## config.mk

```make
export PLATFORM = sky130hd
export DESIGN_NAME = gclk_divn
export DESIGN_NICKNAME = d
export VERILOG_FILES = /design/src/rtl/gclk_pkg.sv /design/src/rtl/gclk_div_ch.sv /design/src/rtl/gclk_divn.sv
export SDC_FILE = /design/constraint.sdc
export NUM_CORES = 1
export LEC_CHECK = 0
export ABC_CLOCK_PERIOD_IN_PS = 3900
export BUFFER_PORTS_ARGS = -buffer_cell sky130_fd_sc_hd__buf_2
export CAP_MARGIN = 20
export CORE_MARGIN = 2
export CORE_UTILIZATION = 57
export CTS_CLUSTER_DIAMETER = 50
export CTS_CLUSTER_SIZE = 28
export DETAILED_ROUTE_END_ITERATION = 10
export GPL_TIMING_DRIVEN = 0
export PLACE_DENSITY = 0.85
export SYNTH_ARGS = -nofsm -noshare
export SYNTH_HDL_FRONTEND = slang
export SYNTH_SLANG_ARGS = --single-unit
```

## constraint.sdc

```tcl
create_clock -name CP -period 3.9 [get_ports CP]
set_input_delay 0.39 -clock CP [delete_from_list [all_inputs] [get_ports CP]]
set_output_delay 0.39 -clock CP [all_outputs]
set_load 0.02 [all_outputs]
```

## src/rtl/gclk_pkg.sv

```systemverilog
// Shared constants and channel state type for the
// multi-channel clock divider.
package gclk_pkg;

  localparam int NCH_DEF = 4;
  localparam int W_DEF   = 8;

  typedef enum logic [1:0] {
    IDLE = 2'd0,
    RUN  = 2'd1,
    STOP = 2'd2
  } state_t;

endpackage

```

## src/rtl/gclk_div_ch.sv

```systemverilog
// One divider channel: CE pulse every act+1 cycles,
// toggle clock CKO, staged ratio reload with ack.
module gclk_div_ch
  import gclk_pkg::*;
#(
  parameter int W = W_DEF
) (
  input  logic         CP,
  input  logic         CD,
  input  logic         EN,
  input  logic         LD,
  input  logic [W-1:0] DIV,
  output logic         LACK,
  output logic         CE,
  output logic         CKO,
  output logic         BUSY
);

  state_t         r_state;
  logic [W-1:0]   r_cnt;
  logic [W-1:0]   r_act;
  logic [W-1:0]   r_pend;
  logic           r_pflag;
  logic           r_fresh;
  logic           r_lack;
  logic           r_ce;
  logic           r_cko;
  logic           r_busy;

  logic           w_live;
  logic           w_quit;
  logic           w_tc;
  logic           w_apply;
  logic           w_done;
  logic [W-1:0]   w_eff;

  // A ratio loaded just before start counts from the very first cycle.
  always_comb begin
    w_live  = (r_state != IDLE);
    w_quit  = (r_state == RUN) && !EN && !r_cko &&
              (r_cnt == '0);
    w_eff   = (r_fresh && r_pflag) ? r_pend : r_act;
    w_tc    = w_live && !w_quit && (r_cnt == w_eff);
    w_apply = r_pflag && (!w_live || r_fresh || w_tc);
    w_done  = w_quit || (w_tc && !EN && r_cko);
  end

  always_ff @(posedge CP) begin
    if (!CD) begin
      r_state <= IDLE;
      r_cnt   <= '0;
      r_act   <= '0;
      r_pend  <= '0;
      r_pflag <= 1'b0;
      r_fresh <= 1'b0;
      r_lack  <= 1'b0;
      r_ce    <= 1'b0;
      r_cko   <= 1'b0;
      r_busy  <= 1'b0;
    end else begin
      r_lack  <= w_apply;
      r_fresh <= 1'b0;
      if (w_apply) begin
        r_act   <= r_pend;
        r_pflag <= 1'b0;
      end
      if (LD) begin
        r_pend  <= DIV;
        r_pflag <= 1'b1;
      end
      case (r_state)
        IDLE: begin
          r_cnt   <= '0;
          r_ce    <= 1'b0;
          r_cko   <= 1'b0;
          r_busy  <= EN;
          r_fresh <= EN;
          if (EN) r_state <= RUN;
        end
        RUN, STOP: begin
          r_ce  <= w_tc;
          r_cnt <= (w_tc || w_quit) ? '0 : r_cnt + 1'b1;
          // Leave only on a low phase so CKO is never cut short.
          if (w_done) begin
            r_state <= IDLE;
            r_busy  <= 1'b0;
            r_cko   <= 1'b0;
          end else begin
            r_state <= EN ? RUN : STOP;
            r_busy  <= 1'b1;
            if (w_tc) r_cko <= ~r_cko;
          end
        end
        default: begin
          r_state <= IDLE;
          r_busy  <= 1'b0;
          r_cnt   <= '0;
          r_ce    <= 1'b0;
          r_cko   <= 1'b0;
        end
      endcase
    end
  end

  assign LACK = r_lack;
  assign CE   = r_ce;
  assign CKO  = r_cko;
  assign BUSY = r_busy;

endmodule

```

## src/rtl/gclk_divn.sv

```systemverilog
// NCH independent divider channels sharing one clock
// and one synchronous active-low reset.
module gclk_divn
  import gclk_pkg::*;
#(
  parameter int NCH = NCH_DEF,
  parameter int W   = W_DEF
) (
  input  logic             CP,
  input  logic             CD,
  input  logic [NCH-1:0]   EN,
  input  logic [NCH-1:0]   LD,
  input  logic [NCH*W-1:0] DIV,
  output logic [NCH-1:0]   LACK,
  output logic [NCH-1:0]   CE,
  output logic [NCH-1:0]   CKO,
  output logic [NCH-1:0]   BUSY
);

  for (genvar gi = 0; gi < NCH; gi++) begin : g_ch
    gclk_div_ch #(
      .W(W)
    ) u_ch (
      .CP   (CP),
      .CD   (CD),
      .EN   (EN[gi]),
      .LD   (LD[gi]),
      .DIV  (DIV[gi*W +: W]),
      .LACK (LACK[gi]),
      .CE   (CE[gi]),
      .CKO  (CKO[gi]),
      .BUSY (BUSY[gi])
    );
  end

endmodule

```

==> flow_summary.ini <==
[grt]
grt_pass1_wl_um = 23600
grt_overflow_total = 0
grt_pass1_vias = 5062
antenna_found_initial = 0
grtUsageTotal_pct = 25.4
grt_max_degree = 17

[timing]
maxSlewHeadroom_pct = 52.5
period_share_pct = 62.6
timing.fmax_mhz = 409
finalHoldViolations = 0
finalMaxSlewViolations = 0
min_period_ns = 2.44
holdWs_ns = 0.0931
worst_pin_slew_ns = 0.712
rsz0062_at_grt = no
tns_ns = 0
setup_viol = 0
fin_skew_ns = 0.00911

[synthesis]
syn-num-nets = 777
synthTopCellsByArea = dfxtp_1, mux2i_1, xor2_1
syn_inst = 715
yosysWarningCount = 0
synth-edff-count = 0
ys_seq_area_share_pct = 40.5
yosys_register_bits = 128
synth.distinct_cells = 66
yosys.area.top_type = dfxtp_1
syn_area_per_cell_sq_um = 8.84
syn-cell-area_sq_um = 6320
synth_top_flop_cell = dfxtp_1
synth_top_area_share_pct = 40.5
synthArstFlopShare_pct = 0

[final_layout]
area_delta_synth_final_pct = 16.3
nFillCells = 825
multi_input_area_sq_um = 3290
fin_nets = 849
regArea_sq_um = 2560
num_antenna_cells = 0
drive_gt1_share_pct = 17.3
fin_util_pct = 67.8
final-instance-count-excl-fill = 940

[power]
switching_share_pct = 25.7
p_seq_share_pct = 42.3
internal_power_mw = 2.48
leakagePower_nw = 3.12
p_per_area_nw_per_um2 = 454
pwr-share-comb_pct = 10.9
power_frac_clock_pct = 46.8
p_total_mw = 3.34
p_switching_mw = 0.857
peakVddDrop_mv = 0.291

[die]
die_h_um = 109
top_level_ports = 58
die_w_um = 109
core_area_sq_um = 10800
die_area_sq_um = 11900
initial_utilization_pct = 58.3
rows = 38

[clock_network]
clkSinkCount = 128
cts_tree = built
cts_root_buf = clkbuf_8
cts_buffers = 17
postCtsSetupRepairBufs = 0
cts-htree-levels = 4
clk_path_buf_depth = 2
hold_buffers = 0
cts_repair_resize_count = 0
cts.reportedPaths.clkPinSlew_ns = 0.06
clk-insertion-delay-late_ns = 0.53

[route]
drt-total-wl_um = 14500
via_per_inst = 5.59
drc = 0
first_iter_violations = 294
dr.pass1.iters = 5
routedWlPerCell_um = 15.4
vias = 5251
postRouteAntennaNets = 0

[worst_setup_path]
arrival_ns = 2.89
cp-end-kind = register
worstPathMaxFanout = 10
start_kind = register
criticalPathCategory = register to register
cp.required_ns = 4.35

[placed_design]
dpl.hpwl_um = 10200
place.gp.congestion = 0.926
dp.cells = 908
port_buffers = 53

[status]
status = completed

[job]
max-cap-violations = 0

[hold_path]
hold_class = input port to register
==> kinds of logic (layout without fill, tap and decap cells) <==
kind of cell	after synthesis	in the layout	share of synthesized area (%)
and+or+nand+nor	269	269	20.0
DFF	128	128	40.5
buffers and inverters	97	182	7.46
AOI/OAI and AO/OA	77	77	9.70
xor gates and xnor gates	65	65	9.00
muxes	59	59	9.34
adders and majority gates	20	20	3.96
==> metal layers <==
layer / vias to the layer above / part of all wire (%) / global-route usage, %
met5: - / 0 / 0
met4: 0 / 2.1 / 9.22
met3: 33 / 4.8 / 5.93
met2: 149 / 49 / 43.8
met1: 2532 / 44 / 30.9
li1: 2537 / - / -
==> area by class of cell <==
cell class | instances | share of cell area (%)
flip-flops and latches | 128 | 34.9
multi-input cells | 490 | 44.7
plain buffers | 55 | 4.27
well taps | 140 | 2.38
clock buffers | 20 | 6.20
inverters | 42 | 2.14
repair buffers | 53 | 3.61
clock inverters | 12 | 1.80
==> critical path, cell delays in order, from the launching register on <==
cell	delay, ns
dfxtp_1	0.33
clkbuf_1	0.33
inv_1	0.08
ha_1	0.21
nand4b_1	0.19
o211ai_1	0.19
o41ai_4	0.62
buf_6	0.21
nand3_1	0.08
o21ai_1	0.11
==> synthesized netlist by cell type, types with 16 or more instances <==
| cell | n |
|---|---|
| mux2i_1 | 59 |
| dfxtp_1 | 128 |
| xor2_1 | 37 |
| inv_1 | 39 |
| nand3_1 | 34 |
| clkbuf_1 | 22 |
| ha_1 | 20 |
| nor2_1 | 84 |
| o21ai_0 | 16 |
| nand2_1 | 85 |
| buf_4 | 19 |
| xnor2_1 | 28 |
==> metrics by stage <==
step           setup WS [ns]  area (sq um)
2_1_floorplan           1.79          6320
3_3_place_gp            1.60          6760
3_5_place_dp            1.53          6760
4_1_cts                 1.48          7350
5_1_grt                 1.28          7350
6_report                1.46          7350
==> power by group through the flow <==
stage	Combinational, mW	Clock, mW	Sequential (mW)
2_1_floorplan	0.271	0	1.42
3_3_place_gp	0.343	0	1.43
3_5_place_dp	0.357	0	1.44
4_1_cts	0.362	1.57	1.41
5_1_grt	0.398	1.63	1.42
6_report	0.364	1.56	1.41
==> registers in the layout, summed over array words and instances (netlist names) <==
signal,cells
g_ch.u_ch.BUSY,4
g_ch.u_ch.CE,4
g_ch.u_ch.CKO,4
g_ch.u_ch.LACK,4
g_ch.u_ch.r_act,32
g_ch.u_ch.r_cnt,32
g_ch.u_ch.r_fresh,4
g_ch.u_ch.r_pend,32
g_ch.u_ch.r_pflag,4
g_ch.u_ch.r_state,8
==> final timing paths <==
check / from / end / slack (ns) / cells past startpoint
max: g_ch[1].u_ch.r_cnt[0] / g_ch[1].u_ch.r_act[6] / 1.46 / 9
min: DIV[11] / g_ch[1].u_ch.r_pend[3] / 0.09 / 3
max reg2reg: g_ch[1].u_ch.r_cnt[0] / g_ch[1].u_ch.r_act[6] / 1.46 / 9
min reg2reg: g_ch[2].u_ch.r_act[4] / g_ch[2].u_ch.r_act[4] / 0.47 / 2
==> layout by cell type, fill, tap and decap left out, types with 16 or more instances in the layout <==
cell type,synthesis,routed
buf_2,10,63
mux2i_1,59,59
clkbuf_1,22,22
ha_1,20,20
nand2_1,85,85
clkbuf_16,0,16
nand3_1,34,34
inv_1,39,39
buf_4,19,19
dfxtp_1,128,128
xnor2_1,28,28
xor2_1,37,37
nor2_1,84,84
o21ai_0,16,16
(Power assumes the default switching activity.)
